[config.mk]
export PLATFORM = sky130hd
export DESIGN_NAME = calc_bcd_conv
export DESIGN_NICKNAME = d
export VERILOG_FILES = /design/src/rtl/calc_bcd_conv.sv
export SDC_FILE = /design/constraint.sdc
export NUM_CORES = 1
export LEC_CHECK = 0
export ABC_AREA = 1
export CORE_MARGIN = 10
export CORE_UTILIZATION = 47
export DETAILED_ROUTE_END_ITERATION = 7
export PLACE_DENSITY = 0.72
export SYNTH_ARGS = -nofsm -noshare
export SYNTH_HDL_FRONTEND = slang
export SYNTH_SLANG_ARGS = --single-unit
[constraint.sdc]
create_clock -name clk -period 3.2 [get_ports clk]
set_clock_uncertainty 0.2 [all_clocks]
set_input_delay 0.32 -clock clk [delete_from_list [all_inputs] [get_ports clk]]
set_output_delay 0.32 -clock clk [all_outputs]
set_load 0.1 [all_outputs]
[src/rtl/calc_bcd_conv.sv]
// calc_bcd_conv: sequential binary-to-BCD converter (shift-and-add-3, one bit per clock).
// Accepts an unsigned magnitude plus sign over valid/ready and returns packed BCD digits.
// The result passes through a registered output stage before out_valid rises.
// Optional macro CALC_BCD_BLANK_EN adds out_blank (leading-zero blanking flags).
module calc_bcd_conv #(
  parameter int unsigned IN_W   = 6,
  parameter int unsigned DIGITS = 2
) (
  input  logic                  clk,
  input  logic                  rst,
  input  logic                  in_valid,
  output logic                  in_ready,
  input  logic [IN_W-1:0]       in_data,
  input  logic                  in_neg,
  output logic                  out_valid,
  input  logic                  out_ready,
  output logic [4*DIGITS-1:0]   out_bcd,
  output logic                  out_neg
`ifdef CALC_BCD_BLANK_EN
  ,
  output logic [DIGITS-1:0]     out_blank
`endif
);

  localparam int unsigned BcdW = 4 * DIGITS;
  localparam int unsigned CntW = $clog2(IN_W + 1);

  typedef enum logic [1:0] {StIdle, StShift, StDone} state_e;

  state_e            state_q, state_d;
  logic [IN_W-1:0]   bin_q, bin_d;
  logic [BcdW-1:0]   bcd_q, bcd_d, bcd_adj;
  logic [CntW-1:0]   cnt_q, cnt_d;
  logic              neg_q, neg_d;
  logic              out_valid_q, out_valid_d;
  logic [BcdW-1:0]   out_bcd_q, out_bcd_d;
  logic              out_neg_q, out_neg_d;

  // Digit correction: add 3 to every digit >= 5 ahead of the shift.
  always_comb begin
    bcd_adj = bcd_q;
    for (int i = 0; i < int'(DIGITS); i++) begin
      if (bcd_q[4*i+:4] >= 4'd5) bcd_adj[4*i+:4] = bcd_q[4*i+:4] + 4'd3;
    end
  end

`ifdef CALC_BCD_BLANK_EN
  logic [DIGITS-1:0] blank_q, blank_d, blank_calc;
  logic              all_zero;

  // Bit i set when digit i and every higher digit are zero; the units digit never blanks.
  always_comb begin
    blank_calc = '0;
    all_zero   = 1'b1;
    for (int i = int'(DIGITS) - 1; i >= 1; i--) begin
      all_zero      = all_zero & (bcd_q[4*i+:4] == 4'd0);
      blank_calc[i] = all_zero;
    end
  end
`endif

  // Next-state logic for the FSM, datapath and output stage.
  always_comb begin
    state_d     = state_q;
    bin_d       = bin_q;
    bcd_d       = bcd_q;
    cnt_d       = cnt_q;
    neg_d       = neg_q;
    out_valid_d = out_valid_q;
    out_bcd_d   = out_bcd_q;
    out_neg_d   = out_neg_q;
`ifdef CALC_BCD_BLANK_EN
    blank_d     = blank_q;
`endif
    in_ready    = (state_q == StIdle);
    unique case (state_q)
      StIdle: begin
        if (in_valid) begin
          bin_d   = in_data;
          bcd_d   = '0;
          neg_d   = in_neg;
          cnt_d   = '0;
          state_d = StShift;
        end
      end
      StShift: begin
        {bcd_d, bin_d} = {bcd_adj, bin_q} << 1;
        cnt_d          = cnt_q + 1'b1;
        if (cnt_q == CntW'(IN_W - 1)) state_d = StDone;
      end
      StDone: begin
        if (!out_valid_q) begin
          // First DONE cycle loads the output registers; they then hold until handshake.
          out_valid_d = 1'b1;
          out_bcd_d   = bcd_q;
          out_neg_d   = neg_q;
`ifdef CALC_BCD_BLANK_EN
          blank_d     = blank_calc;
`endif
        end else if (out_ready) begin
          out_valid_d = 1'b0;
          state_d     = StIdle;
        end
      end
      default: state_d = StIdle;
    endcase
  end

  // State and datapath registers; reset discards any partial conversion.
  always_ff @(posedge clk or posedge rst) begin
    if (rst) begin
      state_q     <= StIdle;
      bin_q       <= '0;
      bcd_q       <= '0;
      cnt_q       <= '0;
      neg_q       <= 1'b0;
      out_valid_q <= 1'b0;
      out_bcd_q   <= '0;
      out_neg_q   <= 1'b0;
`ifdef CALC_BCD_BLANK_EN
      blank_q     <= '0;
`endif
    end else begin
      state_q     <= state_d;
      bin_q       <= bin_d;
      bcd_q       <= bcd_d;
      cnt_q       <= cnt_d;
      neg_q       <= neg_d;
      out_valid_q <= out_valid_d;
      out_bcd_q   <= out_bcd_d;
      out_neg_q   <= out_neg_d;
`ifdef CALC_BCD_BLANK_EN
      blank_q     <= blank_d;
`endif
    end
  end

  assign out_valid = out_valid_q;
  assign out_bcd   = out_bcd_q;
  assign out_neg   = out_neg_q;
`ifdef CALC_BCD_BLANK_EN
  assign out_blank = blank_q;
`endif

endmodule
**Yosys cells after proc, flatten, opt, wreduce, memory -nomap -nowiden**

Index checks and enable logic that the tools add are counted.

- Input bits: 11
- Flip-flop bits (word level): 30
- Logic and storage cells: 42

- Reductions and logical operators: 6
- Muxes and demuxes: 15
- Add/subtract/negate cells: 3
- $lt $le $gt $ge: 2
- Equal/unequal tests: 7
- Bitwise operators: 1

Operators by type and width:

| kind | count |
|---|---|
| $pmux W8 S2 | 1 |
| $pmux W6 S2 | 1 |
| $ge A4 B3 Y1 const B | 2 |
| $mux W2 | 4 |
| $mux W8 | 1 |
| $ne A2 B2 Y1 const B | 4 |
| $mux W3 | 2 |
| $mux W6 | 1 |
| $pmux W2 S3 | 1 |
| $pmux W3 S2 | 1 |
| $reduce_and A2 Y1 | 3 |
| $add A4 B2 Y4 const B | 1 |
| $mux W4 | 1 |
| $reduce_and A4 Y1 | 1 |
| $add A3 B1 Y3 const B | 1 |
| $add A3 B2 Y3 const B | 1 |
| $eq A3 B3 Y1 const B | 1 |
| $eq A2 B1 Y1 const B | 1 |
| $eq A2 B2 Y1 const B | 1 |
| $logic_not A2 Y1 | 1 |
| $mux W1 | 2 |
| $reduce_bool A2 Y1 | 1 |
| $not A1 Y1 | 1 |

**Longest topological paths before layout**

- Depth in word-level cells: 3
- Gate-level depth with buffers: 8

**Worst setup path after synthesis**

No wires, ideal clock.

- Path kind: reg-to-reg
- Start point: reg state_q[0]
- End point: reg neg_q
- Cell stages (with the launch flop): 5
- Data arrival time: 2.124 ns
- Setup slack: 0.756 ns
- Cell sequence: dfrtp_1 nor2_1 nand2_1 nand2_1 nand2_1

- Cells in the longest elaborated chain, start to end: 2

RTL lines:

| what | RTL line | text |
|---|---|---|
| start: declaration | 30 | `state_e state_q, state_d;` |
| start signal: assignment | 112 | `state_q <= StIdle;` |
| start signal: assignment | 124 | `state_q <= state_d;` |
| $logic_not A2 Y1 | n/a |  |
| via in_ready | 12 | `output logic in_ready,` |
| $reduce_and A2 Y1 (no source line) | n/a |  |
| end signal: assignment | 128 | `neg_q <= neg_d;` |
| end: declaration | 34 | `logic neg_q, neg_d;` |

The timed path passes the listed nets, and every way through them passes these cells.
A chain may end at the register's enable or synchronous reset.

**Final worst setup path**

- Start point: reg state_q[0]
- End point: out in_ready

- Cells in the longest elaborated chain, start to end: 1

RTL lines:

| what | RTL line | text |
|---|---|---|
| $logic_not A2 Y1 | 75 | `in_ready = (state_q == StIdle);` |
| end: declaration | 12 |  |

Every way passes these cells.

==> summary.txt <==
Worst setup path
  • CP max FO: 4
  • CP Launch Type: flop
  • Max stage delay on crit path: 0.46 ns
  • Setup CP Type: reg2out
  • CP Data Required Time: 2.68 ns
  • CP max-delay cell: dfrtp_1
  • Cell Chain, Critical Path: nor2_1 -> buf_4
  • Crit path capture type: output port
  • Critical path arrival: 1.41 ns

Clocking
  • Postcts setup bufs: 0
  • Hold-fix buffers, CTS: 0
  • Num CTS Buffers: 5
  • CTS tree: built
  • Worst skew pair latency: roughly 0.32 ns
  • Post-CTS sizing: 0
  • CTS sink count: 30
  • CTS root buffer: clkbuf_4
  • CTS H-tree depth: 2
  • CTS clock-pin slew for the worst setup and hold paths: 0.08 ns
  • Longest Clk Path Bufs: 2

Timing
  • Setup TNS: 0 ns
  • Relative slew slack: 75.5%
  • Max Slew Vio Count: 0
  • Final setup viols: 0
  • Min Tclk post-route: 1.93 ns
  • PnR worst setup slack: 1.27 ns
  • Max Fclk: 519 MHz
  • Final Hold Viols: 0
  • Unrepaired setup endpoints after global routing: false
  • Part of the cycle the worst path needs: 60.2%
  • Worst slew pin tran: 0.368 ns

GRT
  • Vias in the first global route: 1,116
  • Met1 Usage GRT: between 10 and 15%
  • GR Util met2: between 10% and 20%
  • Initial antenna violation count: 0
  • First-pass GRT wire length: 4890 microns
  • Gr usage total: a little over 10%
  • Gr busiest metal: met2
  • Largest net degree at the start of global routing: 31
  • Congestion Overflow GR: 0
  • Met3 Usage GRT: 4.25%

Final layout
  • # diodes: 0
  • Share of post-route cells with drive strength above 1: between 10% and 20%
  • Nets: between 200 and 250
  • Area Growth Syn to Fin: 17.4%

Place
  • Port buffer count: 21
  • Final Wtd Congestion: 0.795
  • Post-Place Worst Slack: 1.35 ns
  • HPWL after DPL: 2170 microns

Die
  • Starting density of the core: 48.6%
  • Die area: 5770 sq um
  • Die X: 76.0 microns
  • # IOs: 22
  • Core area: between 3000 and 4000 sq um
  • Die Y: ~76 microns
  • Std-Cell Rows: 20

Route
  • DR vias/cell: 4.91
  • Drt total wl: about 2800 microns
  • Detailed-route DRC error count: 0
  • Drt wl/cell: roughly 12 microns
  • TritonRoute pass-1 iters: 4
  • Vias: 1,155
  • Routed Antenna Nets: 0
  • DR iter-0 viols: 161

Flow run
  • Max Cap Violations: 0

Synthesis
  • Syn. warnings: 0
  • Seq/Total Area, Yosys: 51.0%
  • Yosys cell types: 19
  • Synthesized area: between 1000 and 1500 sq um
  • Syn_nets: 182
  • Synthesized flop and latch total: 30
  • Mapped Avg Cell Area: slightly below 9 sq um
  • Cells after Synth: approximately 170

Run status
  • Run status: completed

Min path
  • Worst min path class: in2async
==> placed cells by master, fill, tap and decap left out, drive strengths merged, types with 2 or more instances in the layout <==
| cell | count |
|---|---|
| clkbuf | 7 |
| ha | 6 |
| clkdlybuf4s50 | 10 |
| o21ai | 29 |
| nand4 | 4 |
| buf | 12 |
| inv | 23 |
| nand3 | 12 |
| o22ai | 2 |
| nand2 | 51 |
| nor2 | 2 |
| dfrtp | 30 |
==> routing by layer <==
layer	vias to the layer above	part of all wire, %
met5	-	0
met4	0	1.9
met3	6	5.9
met2	27	49
met1	531	43
li1	591	-
==> sequential cells by signal, indices dropped and copies added (netlist names) <==
register / count
state_q: 2
bin_q: 6
out_valid: 1
neg_q: 1
out_bcd: 8
out_neg: 1
bcd_q: 8
cnt_q: 3
==> logic make-up (layout without fill, tap and decap cells) <==
group / after synthesis / count (layout) / share of synthesized area [%]
XOR/XNOR: 1 / 1 / 0.595
AND/OR/NAND/NOR: 69 / 69 / 19.8
flip-flops: 30 / 30 / 51.0
adder cells (fa/ha/maj): 6 / 6 / 5.10
buffers and inverters: 26 / 52 / 8.16
AO/OA/AOI/OAI: 33 / 33 / 15.3
==> metrics by stage <==
| stage | hold slack, ns | util [%] | std cells | area (sq um) |
|---|---|---|---|---|
| 2_1_floorplan | 0.211 | - | 165 | 1470 |
| 5_1_grt | 0.191 | 57.1 | 235 | 1730 |
| 6_report | 0.155 | 57.1 | 235 | 1730 |
| 3_3_place_gp | 0.259 | 55.6 | 228 | 1680 |
| 4_1_cts | 0.169 | 57.1 | 235 | 1730 |
| 3_5_place_dp | 0.267 | 55.6 | 228 | 1680 |
==> final cells by class <==
class | instances | area, sq um
clock buffer | 7 | 45.0
fill | 271 | 1300
inverter | 23 | 86.3
multi-input combinational | 109 | 601
sequential | 30 | 751
tap | 44 | 55.1
timing repair buffer | 22 | 190
==> worst paths after layout <==
kind	slack [ns]	start	to	cells past startpoint
max in group asynchronous	2.37	rst	bin_q[2]	3
min in group clk	0.29	out_neg	out_neg	2
min reg2reg	0.29	out_neg	out_neg	2
max reg2reg	1.67	bcd_q[0]	bcd_q[4]	7
max	1.27	state_q[0]	in_ready	2
min	0.16	rst	bin_q[4]	3
==> cells in the mapped netlist (all sizes together) <==
| library cell | count | share of area [%] |
|---|---|---|
| ha | 6 | 5.1 |
| xnor2 | 1 | 0.60 |
| buf | 3 | 2.3 |
| o21ai | 29 | 13 |
| inv | 23 | 5.9 |
| o22ai | 2 | 1.7 |
| nand3 | 12 | 4.1 |
| nand2 | 51 | 13 |
| o21bai | 1 | 0.51 |
| nand4 | 4 | 1.7 |
| nor2 | 2 | 0.68 |
| dfrtp | 30 | 51 |
| a31oi | 1 | 0.43 |
==> worst max-delay path: cells and delay by family, from the launching register on <==
kind	cells	cell delay, ns
buf+inv	1	0.35
flops	1	0.46
simple gates	1	0.27
Power is left out: the tool's default activity adds up to more than one toggle a clock period on the data nets, which glitch-free logic cannot reach.
